===== src/rtl/ed25519_pkg.sv =====
// ed25519_pkg
// Shared constants and types for the ed25519 host IO controller.
//   DATA_W    : host bus width (one beat)
//   PATN_W    : field-element width
//   IO_CYCLE  : beats per field element
//   IN_BEATS  : beats per job ({scalar, x, y})
//   OUT_BEATS : beats per result ({x, y})
//   io_state_e: controller FSM states
package ed25519_pkg;

    localparam int DATA_W    = 64;
    localparam int PATN_W    = 256;
    localparam int IO_CYCLE  = PATN_W / DATA_W;
    localparam int IN_BEATS  = 3 * IO_CYCLE;
    localparam int OUT_BEATS = 2 * IO_CYCLE;

    localparam int IN_W      = IN_BEATS * DATA_W;
    localparam int OUT_W     = OUT_BEATS * DATA_W;
    localparam int IN_CNT_W  = $clog2(IN_BEATS);
    localparam int OUT_CNT_W = $clog2(OUT_BEATS);

    typedef enum logic [1:0] {
        RECV  = 2'd0,
        START = 2'd1,
        WAIT  = 2'd2,
        SEND  = 2'd3
    } io_state_e;

endpackage


===== src/rtl/ed25519_beat_shreg.sv =====
// ed25519_beat_shreg
// Beat-wide shift register, MSB-first. A load replaces the whole word; a
// shift moves everything up by one beat and inserts shift_in at the bottom,
// so the oldest beat sits in the top WIDTH bits.
//   clk, rst_n : clock, asynchronous active-low reset
//   load       : parallel load of load_data (wins over shift_en)
//   load_data  : WIDTH*DEPTH word to load
//   shift_en   : shift left by WIDTH
//   shift_in   : beat inserted at the LSB end on a shift
//   data       : current register contents
module ed25519_beat_shreg
    import ed25519_pkg::*;
#(
    parameter int WIDTH = DATA_W,
    parameter int DEPTH = IO_CYCLE
) (
    input  logic                   clk,
    input  logic                   rst_n,
    input  logic                   load,
    input  logic [WIDTH*DEPTH-1:0] load_data,
    input  logic                   shift_en,
    input  logic [WIDTH-1:0]       shift_in,
    output logic [WIDTH*DEPTH-1:0] data
);

    // NOTE: this datapath register is reset on purpose; its contents drive
    // outputs whose zero value after reset is visible to the host and core.
    always_ff @(posedge clk or negedge rst_n) begin
        if (!rst_n) begin
            data <= '0;
        end else if (load) begin
            data <= load_data;
        end else if (shift_en) begin
            data <= {data[WIDTH*DEPTH-WIDTH-1:0], shift_in};
        end
    end

endmodule


===== src/rtl/ed25519_io_ctrl.sv =====
// ed25519_io_ctrl
// Host-side IO controller: deserialises a 12-beat job {scalar, x, y} into
// operands for the scalar-multiplication core, pulses o_core_start, waits for
// i_core_done, then serialises the result {x, y} as 8 beats. All beats are
// MSB-first; every output is a register.
//   i_in_valid / o_in_ready / i_in_data    : host input beats
//   o_out_valid / i_out_ready / o_out_data : host output beats
//   o_core_start, o_core_scalar/x/y        : operands to the core
//   i_core_done, i_core_x/y                : result from the core
// Build option ED25519_IO_OVERLAP_EN: accept the next job's beats during SEND
// into the input buffer while a separate operand register holds the current
// job; a fully buffered job starts right after the last output beat.
module ed25519_io_ctrl
    import ed25519_pkg::*;
(
    input  logic              i_clk,
    input  logic              i_rst_n,
    input  logic              i_in_valid,
    output logic              o_in_ready,
    input  logic [DATA_W-1:0] i_in_data,
    output logic              o_out_valid,
    input  logic              i_out_ready,
    output logic [DATA_W-1:0] o_out_data,
    output logic              o_core_start,
    output logic [PATN_W-1:0] o_core_scalar,
    output logic [PATN_W-1:0] o_core_x,
    output logic [PATN_W-1:0] o_core_y,
    input  logic              i_core_done,
    input  logic [PATN_W-1:0] i_core_x,
    input  logic [PATN_W-1:0] i_core_y
);

    io_state_e              state;
    logic [IN_CNT_W-1:0]    in_cnt;
    logic [OUT_CNT_W-1:0]   out_cnt;

    logic                   in_fire;
    logic                   out_fire;
    logic                   in_last;
    logic                   out_last;
    logic                   out_load;

    logic [IN_W-1:0]        in_shreg;
    logic [OUT_W-1:0]       out_shreg;
    logic [OUT_W-DATA_W-1:0] out_tail_unused;

    assign in_fire  = i_in_valid & o_in_ready;
    assign out_fire = o_out_valid & i_out_ready;
    assign in_last  = (in_cnt == IN_CNT_W'(IN_BEATS - 1));
    assign out_last = (out_cnt == OUT_CNT_W'(OUT_BEATS - 1));
    // Completion is only honoured while waiting for it.
    assign out_load = (state == WAIT) & i_core_done;

    ed25519_beat_shreg #(
        .WIDTH (DATA_W),
        .DEPTH (IN_BEATS)
    ) u_in_shreg (
        .clk       (i_clk),
        .rst_n     (i_rst_n),
        .load      (1'b0),
        .load_data ('0),
        .shift_en  (in_fire),
        .shift_in  (i_in_data),
        .data      (in_shreg)
    );

    ed25519_beat_shreg #(
        .WIDTH (DATA_W),
        .DEPTH (OUT_BEATS)
    ) u_out_shreg (
        .clk       (i_clk),
        .rst_n     (i_rst_n),
        .load      (out_load),
        .load_data ({i_core_x, i_core_y}),
        .shift_en  (out_fire),
        .shift_in  ('0),
        .data      (out_shreg)
    );

    // Only the top beat leaves the block; the rest reaches it by shifting.
    assign {o_out_data, out_tail_unused} = out_shreg;

`ifdef ED25519_IO_OVERLAP_EN
    logic            pending;
    logic            op_load;
    logic [IN_W-1:0] op_load_data;
    logic [IN_W-1:0] op_q;

    // NOTE: every signal written here gets a default first so no latch is
    // inferred when none of the conditions below hold.
    always_comb begin
        op_load = 1'b0;
        if (state == RECV && in_fire && in_last) begin
            op_load = 1'b1;
        end
        if (state == SEND && out_fire && out_last && (pending || (in_fire && in_last))) begin
            op_load = 1'b1;
        end
    end

    // A pending job is already whole in the buffer; otherwise the final beat
    // is arriving this cycle and is merged in on the way to the operands.
    assign op_load_data = pending ? in_shreg : {in_shreg[IN_W-DATA_W-1:0], i_in_data};

    always_ff @(posedge i_clk or negedge i_rst_n) begin
        if (!i_rst_n) begin
            op_q <= '0;
        end else if (op_load) begin
            op_q <= op_load_data;
        end
    end

    assign {o_core_scalar, o_core_x, o_core_y} = op_q;
`else
    // Single register set: the input buffer is frozen from START until the
    // last output beat, so it doubles as the operand register.
    assign {o_core_scalar, o_core_x, o_core_y} = in_shreg;
`endif

    // NOTE: sequential state uses non-blocking assignments only, so every
    // branch below sees the pre-edge values regardless of statement order.
    always_ff @(posedge i_clk or negedge i_rst_n) begin
        if (!i_rst_n) begin
            state        <= RECV;
            in_cnt       <= '0;
            out_cnt      <= '0;
            o_in_ready   <= 1'b0;
            o_core_start <= 1'b0;
            o_out_valid  <= 1'b0;
`ifdef ED25519_IO_OVERLAP_EN
            pending      <= 1'b0;
`endif
        end else begin
            o_core_start <= 1'b0;
            case (state)
                RECV: begin
                    o_in_ready <= 1'b1;
                    if (in_fire) begin
                        if (in_last) begin
                            in_cnt       <= '0;
                            o_in_ready   <= 1'b0;
                            o_core_start <= 1'b1;
                            state        <= START;
                        end else begin
                            in_cnt <= in_cnt + 1'b1;
                        end
                    end
                end

                START: begin
                    state <= WAIT;
                end

                WAIT: begin
                    if (i_core_done) begin
                        o_out_valid <= 1'b1;
                        state       <= SEND;
`ifdef ED25519_IO_OVERLAP_EN
                        o_in_ready  <= 1'b1;
`endif
                    end
                end

                SEND: begin
`ifdef ED25519_IO_OVERLAP_EN
                    if (in_fire) begin
                        if (in_last) begin
                            in_cnt     <= '0;
                            pending    <= 1'b1;
                            o_in_ready <= 1'b0;
                        end else begin
                            in_cnt <= in_cnt + 1'b1;
                        end
                    end
`endif
                    if (out_fire) begin
                        if (out_last) begin
                            out_cnt     <= '0;
                            o_out_valid <= 1'b0;
`ifdef ED25519_IO_OVERLAP_EN
                            if (pending || (in_fire && in_last)) begin
                                pending      <= 1'b0;
                                o_in_ready   <= 1'b0;
                                o_core_start <= 1'b1;
                                state        <= START;
                            end else begin
                                // Partial next-job count is kept.
                                o_in_ready <= 1'b1;
                                state      <= RECV;
                            end
`else
                            o_in_ready <= 1'b1;
                            state      <= RECV;
`endif
                        end else begin
                            out_cnt <= out_cnt + 1'b1;
                        end
                    end
                end

                default: begin
                    state <= RECV;
                end
            endcase
        end
    end

endmodule


===== config.mk =====
export PLATFORM = sky130hd
export DESIGN_NAME = ed25519_io_ctrl
export DESIGN_NICKNAME = d
export VERILOG_FILES = /design/src/rtl/ed25519_pkg.sv /design/src/rtl/ed25519_beat_shreg.sv /design/src/rtl/ed25519_io_ctrl.sv
export SDC_FILE = /design/constraint.sdc
export NUM_CORES = 2
export LEC_CHECK = 0
export ABC_AREA = 1
export BUFFER_PORTS_ARGS = -buffer_cell sky130_fd_sc_hd__buf_2
export CELL_PAD_IN_SITES_DETAIL_PLACEMENT = 0
export CELL_PAD_IN_SITES_GLOBAL_PLACEMENT = 1
export CORE_AREA = 2 2 546 548
export DETAILED_ROUTE_END_ITERATION = 12
export DIE_AREA = 0 0 548 550
export PLACE_DENSITY = 0.43
export SLEW_MARGIN = 5
export SYNTH_ARGS = -nofsm -noshare
export SYNTH_HDL_FRONTEND = slang
export SYNTH_HIERARCHICAL = 1
export SYNTH_SLANG_ARGS = --single-unit

===== constraint.sdc =====
create_clock -name i_clk -period 2.9 [get_ports i_clk]
set_input_delay 0.29 -clock i_clk [delete_from_list [all_inputs] [get_ports i_clk]]
set_output_delay 0.29 -clock i_clk [all_outputs]
set_load 0.01 [all_outputs]

==> results by group <==
Run status
  • Status: complete, but fails checks
  • Failing checks: max-slew violations

Route
  • Initial drt markers: 4008
  • Via Count: 57860
  • DRC: 0
  • Router iterations before antenna repair: 5
  • Via density per instance: 4.209
  • DRT Wirelength: roughly 320000 um
  • DR WL/cell: approximately 23 um
  • DRT antenna net count: 0

Global routing
  • Vias in the first global route: approximately 57000
  • Pin count of the biggest net entering global routing: between 700 and 800
  • GRT overflow: 0
  • First-pass GRT wire length: between 400000 and 500000 um
  • Initial antenna violation count: 83
  • Tot GR Track Use: 0.2043

Cells and area
  • Share of layout cells above drive strength 1: 0.1878
  • Layout Cells excl Fill: approximately 14000
  • P&R area growth vs syn: 44.54%
  • # nets final: just over 10000
  • Cell area after layout: 0.08386 mm^2

Timing
  • Max-slew violations: ~280
  • Final Hold Viols: 0
  • Least-Margin Pin Slew: roughly 2.8 ns
  • Period minus WS final: about 2.4 ns
  • Layout Skew: between 0.05 and 0.06 ns
  • Max Fclk: ~430 MHz
  • Worst Setup Slack, final: 0.5491 ns
  • Post-route setup TNS: 0 ns
  • Rel. slew slack: -0.8983
  • RSZ-0062 raised after global routing: false
  • Final setup fails: 0
  • Fin crit share: 0.8107

Clocking
  • Total CTS buffers: roughly 180
  • Setup Buffers After CTS: 0
  • Clk pin slew, worst setup/hold paths: roughly 0.06 ns
  • CTS H-tree depth: 4
  • Clock sinks: 1292
  • Root Driver: clkbuf_16
  • Cts repair resizes: 0
  • Post-CTS Hold Buffers: between 500 and 600
  • Clock Latency Late Sink: around 0.85 ns
  • Clock Path Buffers: 4
  • CTS tree: done

Power
  • Internal power: about 43 mW
  • Clock share of power: 0.306
  • Sw Ratio: 0.3947
  • Leakage: ~40 nW
  • Power Density: 850.1 mW/mm^2
  • Sequential fraction of design power: 0.400
  • Comb power frac: 0.294
  • Peak VDD IR: about 460 uV
  • Sw Pwr: 28.14 mW
  • Tot Pwr: ~71 mW

Setup path
  • CP Capture Type: register
  • CP startpoint kind: register
  • CP Class: reg2reg
  • Crit path DAT: roughly 3.1 ns
  • Reg2reg setup slack: 0.55 ns
  • CP required: around 3.7 ns
  • CP max FO: 76

Synthesis
  • Mean Syn Cell Area: between 8 and 9 um^2
  • Yosys top cell area share: 0.5573
  • Cells after Synth: 7060
  • Synth Register Bits: between 1000 and 1500
  • Post-synthesis cell area: ~0.058 mm^2
  • Area contributors post-synth: dfrtp_1 56%, nand3_1 22%, nand2_1 17%
  • Library cells used by synthesis: 23
  • Sequential share of the synthesized area: 0.5573
  • Yosys warning count: 6
  • Synth area leader: dfrtp_1

Place
  • Routability-driven placement congestion ratio: about 0.84
  • PortBufs: roughly 1400
  • Pre-CTS WS: 0.5948 ns
  • Post-Place Cell Area: slightly above 0.07 mm^2
  • HPWL Detailed: 231000 um
  • Inst Count DP: 12820

Floorplanning
  • Initial Util: 0.1963
  • Die area: around 0.30 mm^2
  • Die Height: between 500 and 600 um
  • Die Wd: approximately 550 um
  • Core ar.: around 0.3 mm^2
  • I/O Pins: roughly 1400
  • Row count: 200

Run
  • Number of max-cap violations: 0

Min path
  • Hold WC Path Type: in2async
[cell usage after synthesis]
library cell	number
a21oi_1	3
buf_1	7
buf_2	449
buf_4	17
buf_6	8
clkbuf_1	85
clkbuf_4	1
conb_1	1
dfrtp_1	1292
ha_1	7
inv_1	12
inv_2	3
nand2_1	2588
nand2_2	4
nand3_1	2567
nor2_1	3
nor2_2	3
nor2_4	3
nor2_8	1
o21ai_0	3
o21ai_1	1
or2_2	1
xor2_1	1
[routing by layer]
metal	track usage	vias to the layer above	share of wire
met5	0	-	0.00020
li1	-	28010	-
met4	0.06564	12	0.034
met3	0.05109	389	0.066
met2	0.3070	1681	0.44
met1	0.2854	27760	0.46
[layout by cell type, fill, tap and decap left out]
cell and count:
clkbuf_8 43, inv_8 4, or2_2 1, nor2_2 3, inv_16 1, xor2_1 1, o21ai_1 1, clkinv_4 1
buf_2 1414, clkinv_2 21, inv_1 10, dfrtp_1 1292, inv_2 1, nand2_1 2588, bufinv_16 3, clkinvlp_4 5
nor2_1 3, nor2_8 1, buf_12 69, clkinv_8 4, o21ai_0 3, nand2_2 4, clkinv_16 1, conb_1 833
clkbuf_16 180, ha_1 7, buf_4 76, clkbuf_1 48, nor2_4 3, a21oi_1 3, nand3_1 2567, dlygate4sd3_1 582
diode_2 35
[state kept, by name, indices dropped and copies added (netlist names)]
name              flops
u_in_shreg/data     768
o_out_valid           1
o_core_start          1
o_in_ready            1
state                 2
in_cnt                4
u_out_shreg/data    512
out_cnt               3
[final cells by class]
cell class	instances	area [um^2]
fillers	32280	211700
inverters	15	86.33
repair buffers	2141	14850
clock buffers	271	5276
clock inverters	36	356.6
diodes	35	87.58
multi-input cells	6018	25930
well taps	3939	4928
flip-flops and latches	1292	32330
[per-stage QoR]
stage / hold WS (ns) / utilization
CTS: 0.0009810 / 0.2834
detailed placement: 0.3131 / 0.2447
global route: 0.03375 / 0.2837
global placement: 0.3111 / 0.2447
floorplan: -0.005591 / -
finish: 0.03012 / 0.2837
[worst paths after layout]
kind                                      start                    end  depth (start not counted)
max                                    state[0]   u_out_shreg/data[76]                          9
min                                     i_rst_n    u_in_shreg/data[67]                          2
max reg2reg                            state[0]   u_out_shreg/data[76]                          9
min reg2reg                u_in_shreg/data[742]   u_in_shreg/data[742]                          2
max in group asynchronous               i_rst_n  u_out_shreg/data[395]                          4
min in group i_clk                  i_core_y[0]    u_out_shreg/data[0]                          4
[power by group through the flow]
stage / clock [mW] / sequential [mW] / combinational [mW]
3_5_place_dp: 0 / 28.8 / 20.4
5_1_grt: 23.2 / 29.2 / 23.2
4_1_cts: 22.6 / 28.5 / 21.1
2_1_floorplan: 0 / 27.4 / 10.4
3_3_place_gp: 0 / 28.8 / 20.1
6_report: 21.8 / 28.5 / 20.9
[worst max-delay path, cell delays in order, from the launching register on]
cell,delay [ns]
dfrtp_1,0.38
inv_1,0.09
ha_1,0.23
nand2_1,0.17
inv_8,0.14
inv_8,0.19
buf_12,0.32
buf_4,0.39
nand3_1,0.13
nand3_1,0.10
[kinds of logic after synthesis]
| kind of cell | Yosys count | synth area share |
|---|---|---|
| flops | 1292 | 0.5573 |
| other cells | 1 | 0.00006464 |
| buf+inv | 582 | 0.04954 |
| fa+ha+maj | 7 | 0.001510 |
| compound gates | 7 | 0.0006036 |
| simple gates | 5170 | 0.3909 |
| xor+xnor | 1 | 0.0001510 |
Power figures use the tool's default switching activity.
